[config.mk]
export PLATFORM = sky130hd
export DESIGN_NAME = nn_and_trainer
export DESIGN_NICKNAME = d
export VERILOG_FILES = /design/src/rtl/nn_and_trainer.sv
export SDC_FILE = /design/constraint.sdc
export NUM_CORES = 1
export LEC_CHECK = 0
export CORE_MARGIN = 1
export CORE_UTILIZATION = 55
export DETAILED_ROUTE_END_ITERATION = 8
export PLACE_DENSITY_LB_ADDON = 0.2
export SYNTH_ARGS = -nofsm -noshare
export SYNTH_HDL_FRONTEND = slang
export SYNTH_SLANG_ARGS = --single-unit
[constraint.sdc]
create_clock -name clk -period 10.5 [get_ports clk]
set_input_delay 2.625 -clock clk [delete_from_list [all_inputs] [get_ports clk]]
set_output_delay 2.625 -clock clk [all_outputs]
set_load 0.01 [all_outputs]
[src/rtl/nn_and_trainer.sv]
// Perceptron training engine for a 2-input threshold neuron: sweeps the 4-row truth table,
// applies the saturating perceptron update and stops on an error-free epoch or the epoch limit.
module nn_and_trainer #(
   parameter int MAX_EPOCHS = 64
) (
   input  logic        clk,
   input  logic        rst_n,
   input  logic        start,
   input  logic [3:0]  truth,
   input  logic [15:0] w0_init,
   input  logic [15:0] w1_init,
   input  logic [15:0] bias_init,
   input  logic [7:0]  lr,
   output logic [15:0] w0,
   output logic [15:0] w1,
   output logic [15:0] bias,
   output logic        busy,
   output logic        done,
   output logic        converged,
   output logic [7:0]  epoch_cnt
);

   typedef enum logic [1:0] {
      IDLE   = 2'd0,
      EVAL   = 2'd1,
      UPDATE = 2'd2,
      DONE   = 2'd3
   } state_t;

   state_t             state_q, state_d;
   logic [3:0]         truth_q, truth_d;
   logic [7:0]         lr_q, lr_d;
   logic signed [15:0] w0_q, w0_d;
   logic signed [15:0] w1_q, w1_d;
   logic signed [15:0] bias_q, bias_d;
   logic [7:0]         epoch_cnt_q, epoch_cnt_d;
   logic               converged_q, converged_d;
   logic [1:0]         sample_q, sample_d;
   logic               flag_q, flag_d;
   logic signed [1:0]  err_q, err_d;

   logic               x0, x1, y, flag_now;
   logic signed [17:0] net, step;
   logic [7:0]         epoch_nxt;

   function automatic logic signed [17:0] sext16(input logic signed [15:0] v);
      return {{2{v[15]}}, v};
   endfunction

   // Clamp an 18-bit sum back into the 16-bit signed weight range.
   function automatic logic signed [15:0] sat16(input logic signed [17:0] v);
      if (v > 18'sd32767)
         return 16'sh7fff;
      else if (v < -18'sd32768)
         return 16'sh8000;
      else
         return v[15:0];
   endfunction

   always_comb begin
      state_d     = state_q;
      truth_d     = truth_q;
      lr_d        = lr_q;
      w0_d        = w0_q;
      w1_d        = w1_q;
      bias_d      = bias_q;
      epoch_cnt_d = epoch_cnt_q;
      converged_d = converged_q;
      sample_d    = sample_q;
      flag_d      = flag_q;
      err_d       = err_q;

      // Row index i maps to inputs as x0 = i[1], x1 = i[0].
      x0 = sample_q[1];
      x1 = sample_q[0];

      net = sext16(bias_q);
      if (x0) net = net + sext16(w0_q);
      if (x1) net = net + sext16(w1_q);
      y = (net > 18'sd0);

      step = $signed({10'd0, lr_q});
      if (err_q[1]) step = -step;

      flag_now  = flag_q | (err_q != 2'sd0);
      epoch_nxt = epoch_cnt_q + 8'd1;

      case (state_q)
         IDLE: begin
            if (start) begin
               truth_d     = truth;
               lr_d        = lr;
               w0_d        = w0_init;
               w1_d        = w1_init;
               bias_d      = bias_init;
               epoch_cnt_d = 8'd0;
               converged_d = 1'b0;
               sample_d    = 2'd0;
               flag_d      = 1'b0;
               err_d       = 2'sd0;
               state_d     = EVAL;
            end
         end
         EVAL: begin
            err_d   = $signed({1'b0, truth_q[sample_q]}) - $signed({1'b0, y});
            state_d = UPDATE;
         end
         UPDATE: begin
            if (err_q != 2'sd0) begin
               if (x0) w0_d = sat16(sext16(w0_q) + step);
               if (x1) w1_d = sat16(sext16(w1_q) + step);
               bias_d = sat16(sext16(bias_q) + step);
            end
            sample_d = sample_q + 2'd1;
            flag_d   = flag_now;
            state_d  = EVAL;
            if (sample_q == 2'd3) begin
               epoch_cnt_d = epoch_nxt;
               if (!flag_now) begin
                  converged_d = 1'b1;
                  state_d     = DONE;
               end else if (epoch_nxt == 8'(MAX_EPOCHS)) begin
                  state_d = DONE;
               end else begin
                  flag_d = 1'b0;
               end
            end
         end
         DONE: begin
            state_d = IDLE;
         end
         default: begin
            state_d = IDLE;
         end
      endcase
   end

   always_ff @(posedge clk) begin
      if (!rst_n) begin
         state_q     <= IDLE;
         truth_q     <= 4'd0;
         lr_q        <= 8'd0;
         w0_q        <= 16'sd0;
         w1_q        <= 16'sd0;
         bias_q      <= 16'sd0;
         epoch_cnt_q <= 8'd0;
         converged_q <= 1'b0;
         sample_q    <= 2'd0;
         flag_q      <= 1'b0;
         err_q       <= 2'sd0;
      end else begin
         state_q     <= state_d;
         truth_q     <= truth_d;
         lr_q        <= lr_d;
         w0_q        <= w0_d;
         w1_q        <= w1_d;
         bias_q      <= bias_d;
         epoch_cnt_q <= epoch_cnt_d;
         converged_q <= converged_d;
         sample_q    <= sample_d;
         flag_q      <= flag_d;
         err_q       <= err_d;
      end
   end

   assign w0        = w0_q;
   assign w1        = w1_q;
   assign bias      = bias_q;
   assign busy      = (state_q == EVAL) || (state_q == UPDATE);
   assign done      = (state_q == DONE);
   assign converged = converged_q;
   assign epoch_cnt = epoch_cnt_q;

endmodule

# After elaboration in Yosys (flattened, before gate mapping)
# Index checks and enable logic that the tools add are counted.
dict set report word_totals {
  latch_bits 0
  register_bits 76
  romBits 0
  word_cells 94
  memories 0
  ramBits 0
}
dict set report op_classes {
  muxes 41
  bitwise 1
  reduce_logical 13
  mul 0
  shifts 0
  add_sub_neg 9
  eq_ne 11
  div_mod_pow 0
  magnitude_cmp 8
}
# operator count
set ops {}
lappend ops {{16-bit two-way mux} 14}
lappend ops {{16-bit one-hot mux with 2 select lines} 3}
lappend ops {{16-bit by 18-bit adder with 18-bit output} 3}
lappend ops {{18-bit by 16-bit > comparator with 1-bit output, second input constant} 3}
lappend ops {{18-bit by 16-bit less-than comparator with 1-bit output, second input constant} 3}
lappend ops {{18-bit two-way mux} 3}
lappend ops {{18-bit by 16-bit adder with 18-bit output} 1}
lappend ops {{18-bit by 1-bit > comparator with 1-bit output, second input constant} 1}
lappend ops {{8-bit negation with 18-bit output} 1}
lappend ops {{16-bit by 16-bit adder with 17-bit output} 1}
lappend ops {{8-bit two-way mux} 2}
lappend ops {{8-bit one-hot mux with 2 select lines} 1}
lappend ops {{2-bit inequality test, second input constant} 6}
lappend ops {{4-bit AND reduction} 3}
lappend ops {{2-bit two-way mux} 5}
lappend ops {{8-bit by 1-bit adder with 8-bit output, second input constant} 1}
lappend ops {{8-bit by 7-bit == test with 1-bit output, second input constant} 1}
lappend ops {{2-bit one-hot mux with 2 select lines} 2}
lappend ops {{2-bit one-hot mux with 4 select lines} 1}
lappend ops {{1-bit two-way mux} 7}
lappend ops {{2-bit == test, second input constant} 3}
lappend ops {{2-bit AND reduction} 3}
lappend ops {{3-bit AND reduction} 2}
lappend ops {{2-bit nonzero test} 3}
lappend ops {{other kinds (9)} 10}

# Longest topological paths before layout
# Gate-level depths: netlist of run 1.
dict set report logic_depth {
  depth_word 9
  mapped_depth 22
}

# Worst setup path after synthesis of run 1
# Ideal clock, no wire load.
dict set report synth_path {
  path_kind {register to register}
  start {reg bias_q[0] (netlist: bias[0])}
  end {reg err_q[0]}
  path_stages_with_launch 21
  required_ns 10.385
  path_slack_ns 5.861
  t_arrival_ns 4.524
  path_cell_list {dfxtp_1 > ha_1 > inv_1 > fa_1 > nor2b_1 > o31ai_1 > a211oi_1 > nor3_1 > o31ai_1 > ha_1 > a21oi_1 > o22ai_1 > a221oi_1 > o211ai_1 > a2111oi_0 > nand4_1 > a211oi_1 > o32ai_1 > ha_1 > o21ai_0 > and2_1}
}
dict set report synth_between {
  elab_chain_len 7
}
# element line
set synth_lines {}
lappend synth_lines {{start: declaration} 35} ;# logic signed [15:0] bias_q, bias_d;
lappend synth_lines {{start signal: assignment} 157} ;# bias_q <= bias_d;
lappend synth_lines {{16-bit by 16-bit adder with 17-bit output} 78} ;# if (x0) net = net + sext16(w0_q);
lappend synth_lines {{18-bit two-way mux (*)} 78}
lappend synth_lines {{18-bit by 16-bit adder with 18-bit output} 79} ;# if (x1) net = net + sext16(w1_q);
lappend synth_lines {{18-bit two-way mux (*)} 79}
lappend synth_lines {{18-bit by 1-bit > comparator with 1-bit output (*)} 80} ;# y = (net > 18'sd0);
lappend synth_lines {{1-bit by 1-bit subtractor with 2-bit output (*)} 105} ;# err_d = $signed({1'b0, truth_q[sample_q]}) - $signed({1'b0, y});
lappend synth_lines {{2-bit one-hot mux with 2 select lines (*)} 88} ;# case (state_q)
lappend synth_lines {{end signal: assignment} 162} ;# err_q <= err_d;
lappend synth_lines {{end: declaration} 40} ;# logic signed [1:0] err_q, err_d;
# Mark *: on every way between the ends. The rest lies on a longest branch, timed or not.
# A chain may end at the register's enable or synchronous reset.

# Worst setup path in the final report of run 1
# Ends and elaborated chain as after synthesis.

==> impl_metrics.env, run 1 <==
export IMPL_sequentialPowerShare=0.240
export IMPL_ys_ff_latch=76
export IMPL_hold_depth=2
export IMPL_antenna_found_initial=0
export IMPL_synth_xor_area_share=0.0573
export IMPL_dp_hpwl_mm=19.8
export IMPL_multi_input_area_sq_um=6760
export IMPL_die_h_um=128
export IMPL_grt_pass1_vias=8057
export IMPL_r2r_setup_slack_ns=4.99
export IMPL_yosys_area_share_adder=0.153
export IMPL_grt_start_max_net_pins=81
export IMPL_setup_tns_ns=0
export IMPL_synth_edf_count=0
export IMPL_cts_hold_buf=0
export IMPL_synth_area_leader_cell="dfxtp_1"
export IMPL_post_cts_resized=0
export IMPL_m1WireLength_mm=12.3
export IMPL_drc_errors=0
export IMPL_io_buffers=121
export IMPL_overflow=0
export IMPL_ant_nets=0
export IMPL_end_kind="flop"
export IMPL_numCtsBuffers=9
export IMPL_p_clk_frac=0.194
export IMPL_vias_per_cell=6.29
export IMPL_rsz0062_at_grt="false"
export IMPL_power_switching_mw=0.834
export IMPL_yosys_most_used_dff="dfxtp_1"
export IMPL_hp_class="flop to flop"
export IMPL_hold_start="truth_q[2]$_SDFFE_PN0P_"
export IMPL_startpoint_type="flop"
export IMPL_async_reset_ff_frac=0
export IMPL_htree_num_levels=3
export IMPL_worstHoldEndpoint="truth_q[2]$_SDFFE_PN0P_"
export IMPL_drive_gt1_frac=0.0525
export IMPL_p_leak_nw=4.14
export IMPL_critPathMostFrequentCell="ha_1"
export IMPL_max_stage_delay_ns=0.54
export IMPL_fillers=1383
export IMPL_dr_pass1_iters=6
export IMPL_start_util=0.567
export IMPL_cts_tree="built"
export IMPL_tightest_slew_ns=1.18
export IMPL_gp_congestion=0.951
export IMPL_top_layer="met4"
export IMPL_stdcell_area_sq_um=10300
export IMPL_synth_cells=1143
export IMPL_syn_avg_cell_area_sq_um=7.60
export IMPL_clock_sinks=76
export IMPL_required_ns=10.75
export IMPL_p_sw_frac=0.468
export IMPL_die_area_sq_um=16300
export IMPL_seqCellArea_sq_um=1520
export IMPL_synth_top_cell_area_share=0.175
export IMPL_rows=45
export IMPL_fin_crit_ns=5.51
export IMPL_ir_worst_vdd_mv=0.109
export IMPL_slew_viol_final=0
export IMPL_synth_simple_area_share=0.188
export IMPL_syn_to_final_growth_pct=18.7
export IMPL_track_usage=0.327
export IMPL_vias=9122
export IMPL_clock_latency_ns=0.35
export IMPL_cp_top_family="compound AO/OA/AOI/OAI gates"
export IMPL_synth_warnings=0
export IMPL_fmax_mhz=181
export IMPL_synthMuxAreaShare=0.0124
export IMPL_max_slew_margin_rel=0.213
export IMPL_slowest_stage="a211oi_1"
export IMPL_cts_buffer_depth=2
export IMPL_clk_pin_slew_ns=0.07
export IMPL_p_comb_frac=0.565
export IMPL_dieWidth_um=128
export IMPL_powerDensity_nw_per_um2=173
export IMPL_synth_area_leaders="dfxtp_1 (18%), ha_1 (14%), a21oi_1 (5.8%)"
export IMPL_r2r_end="err_q[0]$_SDFFE_PN0P_"
export IMPL_synth_top_family_by_area="compound AO/OA/AOI/OAI gates"
export IMPL_grt_pass1_wl_mm=42.2
export IMPL_rr_worst_depth=20
export IMPL_fp_coreArea_sq_um=15300
export IMPL_cp_cell_sequence="ha_1, inv_1, fa_1, nor2b_1, o31ai_1, a211oi_1, nor3_1, o31ai_1, ha_1, a21oi_1, o22ai_1, a221oi_1, o211ai_1, a2111oi_0, nand4_1, a211oi_1, o32ai_1, ha_1, o21ai_0, and2_1"
export IMPL_postCtsSetupBuffers=0
export IMPL_cts_root_buf="clkbuf_16"
export IMPL_status="completed"
export IMPL_cp_num_buf_inv=1
export IMPL_io_pins=122
export IMPL_r2r_start="bias[0]$_SDFFE_PN0P_"
export IMPL_finalCritPeriodShare=0.525
export IMPL_drt_wl_total_mm=26.5
export IMPL_place_area_sq_um=9990
export IMPL_hold_viol=0
export IMPL_met2_length_mm=11.6
export IMPL_setup_viol=0
export IMPL_p_int_mw=0.948
export IMPL_wire_per_inst_um=18.3
export IMPL_skew_ns=0.00624
export IMPL_syn_cell_area_sq_um=8680
export IMPL_crit_fanout=6
export IMPL_max_cap_violations=0
export IMPL_synthDistinctLibCells=92
export IMPL_worstSetupPathType="flop to flop"
export IMPL_cp_data_arrival_time_ns=5.76
export IMPL_synth_net_count=1309
export IMPL_dr_first_iter_drc_count=672
export IMPL_synth_compound_area_frac=0.368
export IMPL_diodes=0
export IMPL_layout_nets=1400
export IMPL_wl_met3_mm=1.94
export IMPL_yosysSeqAreaShare=0.175
[cell usage after synthesis (6+ instances only)]
cell type	number
and2_1	14
nor3_1	24
or3_1	6
a31oi_1	16
dfxtp_1	76
inv_1	53
nor3b_1	6
a21oi_1	100
a22o_1	9
a211oi_2	6
nand2_1	118
a21o_1	28
o21a_1	26
o31ai_1	11
o211ai_1	40
clkbuf_1	37
xor2_1	23
o22ai_1	6
nor2_1	71
o21ai_1	12
a21boi_0	12
nor2b_1	14
ha_1	98
xnor2_1	32
a211oi_1	13
nand2b_1	19
a32o_1	9
nand4_1	11
o21ai_0	94
and3_1	7
a211o_1	7
nand3_1	19
[cells in the final DEF (no fill, tap or decap), drive strengths merged, types with 33 or more instances in the layout]
cell type and instances:
a21oi 103, nand2 118, inv 59, o211ai 41, xnor2 33, nor2 71, clkdlybuf4s50 120, o21ai 108
ha 98, dfxtp 76
[metal layers]
| layer | GRT usage | vias to the layer above |
|---|---|---|
| met3 | 0.0697 | 36 |
| met5 | 0 | - |
| met2 | 0.510 | 341 |
| li1 | - | 4501 |
| met1 | 0.453 | 4244 |
| met4 | 0.0969 | 0 |
[sequential cells by signal (all words and copies together), names as in the netlist]
| signal | cells |
|---|---|
| lr_q | 8 |
| state_q | 2 |
| converged | 1 |
| err_q | 2 |
| flag_q | 1 |
| bias | 16 |
| w0 | 16 |
| sample_q | 2 |
| epoch_cnt | 8 |
| truth_q | 4 |
| w1 | 16 |
[power groups by stage]
stage                     Sequential [mW]  Clock, mW  Combinational (mW)
final                               0.429      0.346                1.01
after global routing                0.435      0.359                1.11
after CTS                           0.427      0.349               0.996
after detailed placement            0.433          0               0.989
after global placement              0.432          0               0.976
after floorplan                     0.417          0               0.695
[how the worst max path moves through the flow]
stage,from,endpoint,cells after the start
floorplan,bias[0]$_SDFFE_PN0P_,err_q[0]$_SDFFE_PN0P_,20
global placement,start,bias[3]$_SDFFE_PN0P_,8
detailed placement,start,bias[3]$_SDFFE_PN0P_,8
CTS,bias[0]$_SDFFE_PN0P_,err_q[0]$_SDFFE_PN0P_,20
global route,bias[0]$_SDFFE_PN0P_,err_q[0]$_SDFFE_PN0P_,20
finish,bias[0]$_SDFFE_PN0P_,err_q[0]$_SDFFE_PN0P_,20
[layout make-up]
type | count | area share
flip-flops and latches | 76 | 0.148
multi-input cells | 967 | 0.656
inverters | 54 | 0.0197
clock inverters | 7 | 0.00850
clock buffers | 9 | 0.0218
repair buffers | 126 | 0.121
well taps | 211 | 0.0256
[tightest hold or removal path: stages (launching register included)]
cell and delay [ns]:
dfxtp_1 0.31, nand2_1 0.05, a21boi_0 0.06
[kinds of logic after synthesis]
kind of cell	count (synthesis)
flops	76
mux	9
xor+xnor	56
fa+ha+maj	103
buf+inv	100
compound gates	465
simple gates	334
[metrics by stage]
step | utilization | instances | power [mW] | setup slack (ns) | hold slack (ns)
6_report | 0.673 | 1450 | 1.78 | 4.99 | 0.469
4_1_cts | 0.673 | 1450 | 1.77 | 5.06 | 0.471
3_5_place_dp | 0.653 | 1434 | 1.42 | 4.82 | 0.461
3_3_place_gp | 0.653 | 1434 | 1.41 | 4.91 | 0.449
2_1_floorplan | - | 1143 | 1.11 | 5.86 | 0.440
5_1_grt | 0.673 | 1450 | 1.90 | 4.36 | 0.492
Note: power is estimated with default switching activity, not from simulation.
==> run 2, diff against run 1 <==
clock period = 5.25 ns   (was 10.5 ns; I/O delays follow)
==> run 2 against run 1 <==
Die area unchanged. Core utilization up 1.1 points. Sequential power increased by 96%. Via count up 2.6%.
==> impl_metrics.env, run 2 (synthesis results as in run 1) <==
export IMPL_status="completed"
export IMPL_io_buffers=121
export IMPL_dr_pass1_iters=6
export IMPL_skew_ns=0.00616
export IMPL_numCtsBuffers=9
export IMPL_fin_crit_ns=4.96
export IMPL_finalCritPeriodShare=0.944
export IMPL_layout_nets=1415
export IMPL_tightest_slew_ns=1.14
export IMPL_end_kind="flop"
export IMPL_max_slew_margin_rel=0.241
export IMPL_max_stage_delay_ns=0.42
export IMPL_cts_buffer_depth=2
export IMPL_required_ns=5.56
export IMPL_crit_fanout=6
export IMPL_overflow=0
export IMPL_worstSetupPathType="flop to flop"
export IMPL_grt_pass1_wl_mm=43.2
export IMPL_hp_class="flop to flop"
export IMPL_drc_errors=0
export IMPL_drt_wl_total_mm=27.6
export IMPL_dieWidth_um=128
export IMPL_clk_pin_slew_ns=0.07
export IMPL_slew_viol_final=0
export IMPL_ant_nets=0
export IMPL_grt_start_max_net_pins=62
export IMPL_die_area_sq_um=16300
export IMPL_worstHoldEndpoint="truth_q[2]$_SDFFE_PN0P_"
export IMPL_rows=45
export IMPL_hold_start="truth_q[2]$_SDFFE_PN0P_"
export IMPL_rr_worst_depth=20
export IMPL_hold_depth=2
export IMPL_hold_viol=0
export IMPL_rsz0062_at_grt="false"
export IMPL_antenna_found_initial=0
export IMPL_preCtsSetupSlack_ns=0.148
export IMPL_drive_gt1_frac=0.0702
export IMPL_ir_worst_vdd_mv=0.192
export IMPL_final_common_cell="clkdlybuf4s50_1"
export IMPL_cts_hold_buf=0
export IMPL_place_area_sq_um=10100
export IMPL_wire_per_inst_um=18.9
export IMPL_vias=9356
export IMPL_r2r_start="w0[1]$_SDFFE_PN0P_"
export IMPL_cts_tree="built"
export IMPL_fmax_mhz=202
export IMPL_setup_viol=0
export IMPL_setup_tns_ns=0
export IMPL_r2r_end="err_q[0]$_SDFFE_PN0P_"
export IMPL_io_pins=122
export IMPL_syn_to_final_growth_pct=20.6
export IMPL_setup_ws_ns=0.292
export IMPL_p_leak_nw=4.22
export IMPL_fp_coreArea_sq_um=15300
export IMPL_cp_top_family="compound AO/OA/AOI/OAI gates"
export IMPL_cp_data_arrival_time_ns=5.27
export IMPL_clock_latency_ns=0.37
export IMPL_diodes=0
export IMPL_final_cell_mix="clkdlybuf4s50_1 (120), nand2_1 (118), a21oi_1 (100)"
export IMPL_vias_per_cell=6.39
export IMPL_clock_sinks=76
export IMPL_cp_num_buf_inv=1
export IMPL_stdcell_area_sq_um=10500
export IMPL_powerDensity_nw_per_um2=350
export IMPL_critPathMostFrequentCell="ha_1"
export IMPL_grt_pass1_vias=8319
export IMPL_dp_hpwl_mm=20.9
export IMPL_r2r_setup_slack_ns=0.29
export IMPL_die_h_um=128
export IMPL_cp_cell_sequence="ha_1, a211oi_2, o21ai_0, a2111oi_1, buf_4, o31ai_2, xor2_1, mux2_2, ha_1, a21oi_1, o22ai_1, a221oi_1, o211ai_1, a2111oi_1, nand4_1, a211oi_1, o32ai_1, ha_1, o21ai_0, and2_1"
export IMPL_slowest_stage="dfxtp_1"
export IMPL_startpoint_type="flop"
export IMPL_max_cap_violations=0
export IMPL_dr_first_iter_drc_count=767
export IMPL_gp_congestion=0.951
export IMPL_postCtsSetupBuffers=0
export IMPL_track_usage=0.339
export IMPL_htree_num_levels=3
export IMPL_start_util=0.567
export IMPL_cts_root_buf="clkbuf_16"
==> run 2: layout make-up <==
class / instances / area, sq um
Sequential cell: 76 / 1520
Clock buffer: 10 / 239
Timing Repair Buffer: 141 / 1360
Fill cell: 1309 / 4840
Tap cell: 211 / 264
Inverter: 54 / 203
Clock inverter: 6 / 93.8
Multi-Input combinational cell: 967 / 6800
==> run 2: power by group <==
group | internal, mW | switching [mW]
sequential | 0.678 | 0.162
clock | 0.434 | 0.296
combinational | 0.863 | 1.23
total | 1.98 | 1.69
==> run 2: timing repair <==
| action | CTS | global route |
|---|---|---|
| resized for setup | 0 | 11 |
| hold endpoints to repair | 0 | 0 |
| setup endpoints to repair | 0 | 2 |
==> run 2: worst min-delay path: cells and delay by family, from the launching register on <==
| family | cells | cell delay (ns) |
|---|---|---|
| flops | 1 | 0.31 |
| compound gates | 1 | 0.06 |
| simple gates | 1 | 0.05 |
==> run 2: layer usage <==
metal  vias up  routed length, um  global-route usage
met1      4371              12300               0.442
met4         0                903               0.132
met5         -                  0                   0
met3        60               1980              0.0609
met2       400              12400               0.558
li1       4525                  -                   -
==> run 2: through the flow <==
| stage | std cells | utilization | power, mW | hold slack, ns |
|---|---|---|---|---|
| after floorplan | 1143 | - | 2.22 | 0.440 |
| after global placement | 1449 | 0.660 | 2.86 | 0.452 |
| after detailed placement | 1449 | 0.660 | 2.88 | 0.462 |
| after CTS | 1465 | 0.682 | 3.62 | 0.471 |
| after global routing | 1465 | 0.684 | 3.89 | 0.503 |
| final | 1465 | 0.684 | 3.67 | 0.467 |
==> run 2: worst max-delay path by stage <==
stage	slack, ns	depth (start not counted)	startpoint	endpoint
finish	0.29	20	w0[1]$_SDFFE_PN0P_	err_q[0]$_SDFFE_PN0P_
global placement	0.22	19	w0[2]$_SDFFE_PN0P_	err_q[0]$_SDFFE_PN0P_
floorplan	0.61	20	bias[0]$_SDFFE_PN0P_	err_q[0]$_SDFFE_PN0P_
global route	0.03	20	w0[1]$_SDFFE_PN0P_	err_q[0]$_SDFFE_PN0P_
CTS	0.08	19	w0[2]$_SDFFE_PN0P_	err_q[0]$_SDFFE_PN0P_
detailed placement	0.15	19	w0[2]$_SDFFE_PN0P_	err_q[0]$_SDFFE_PN0P_
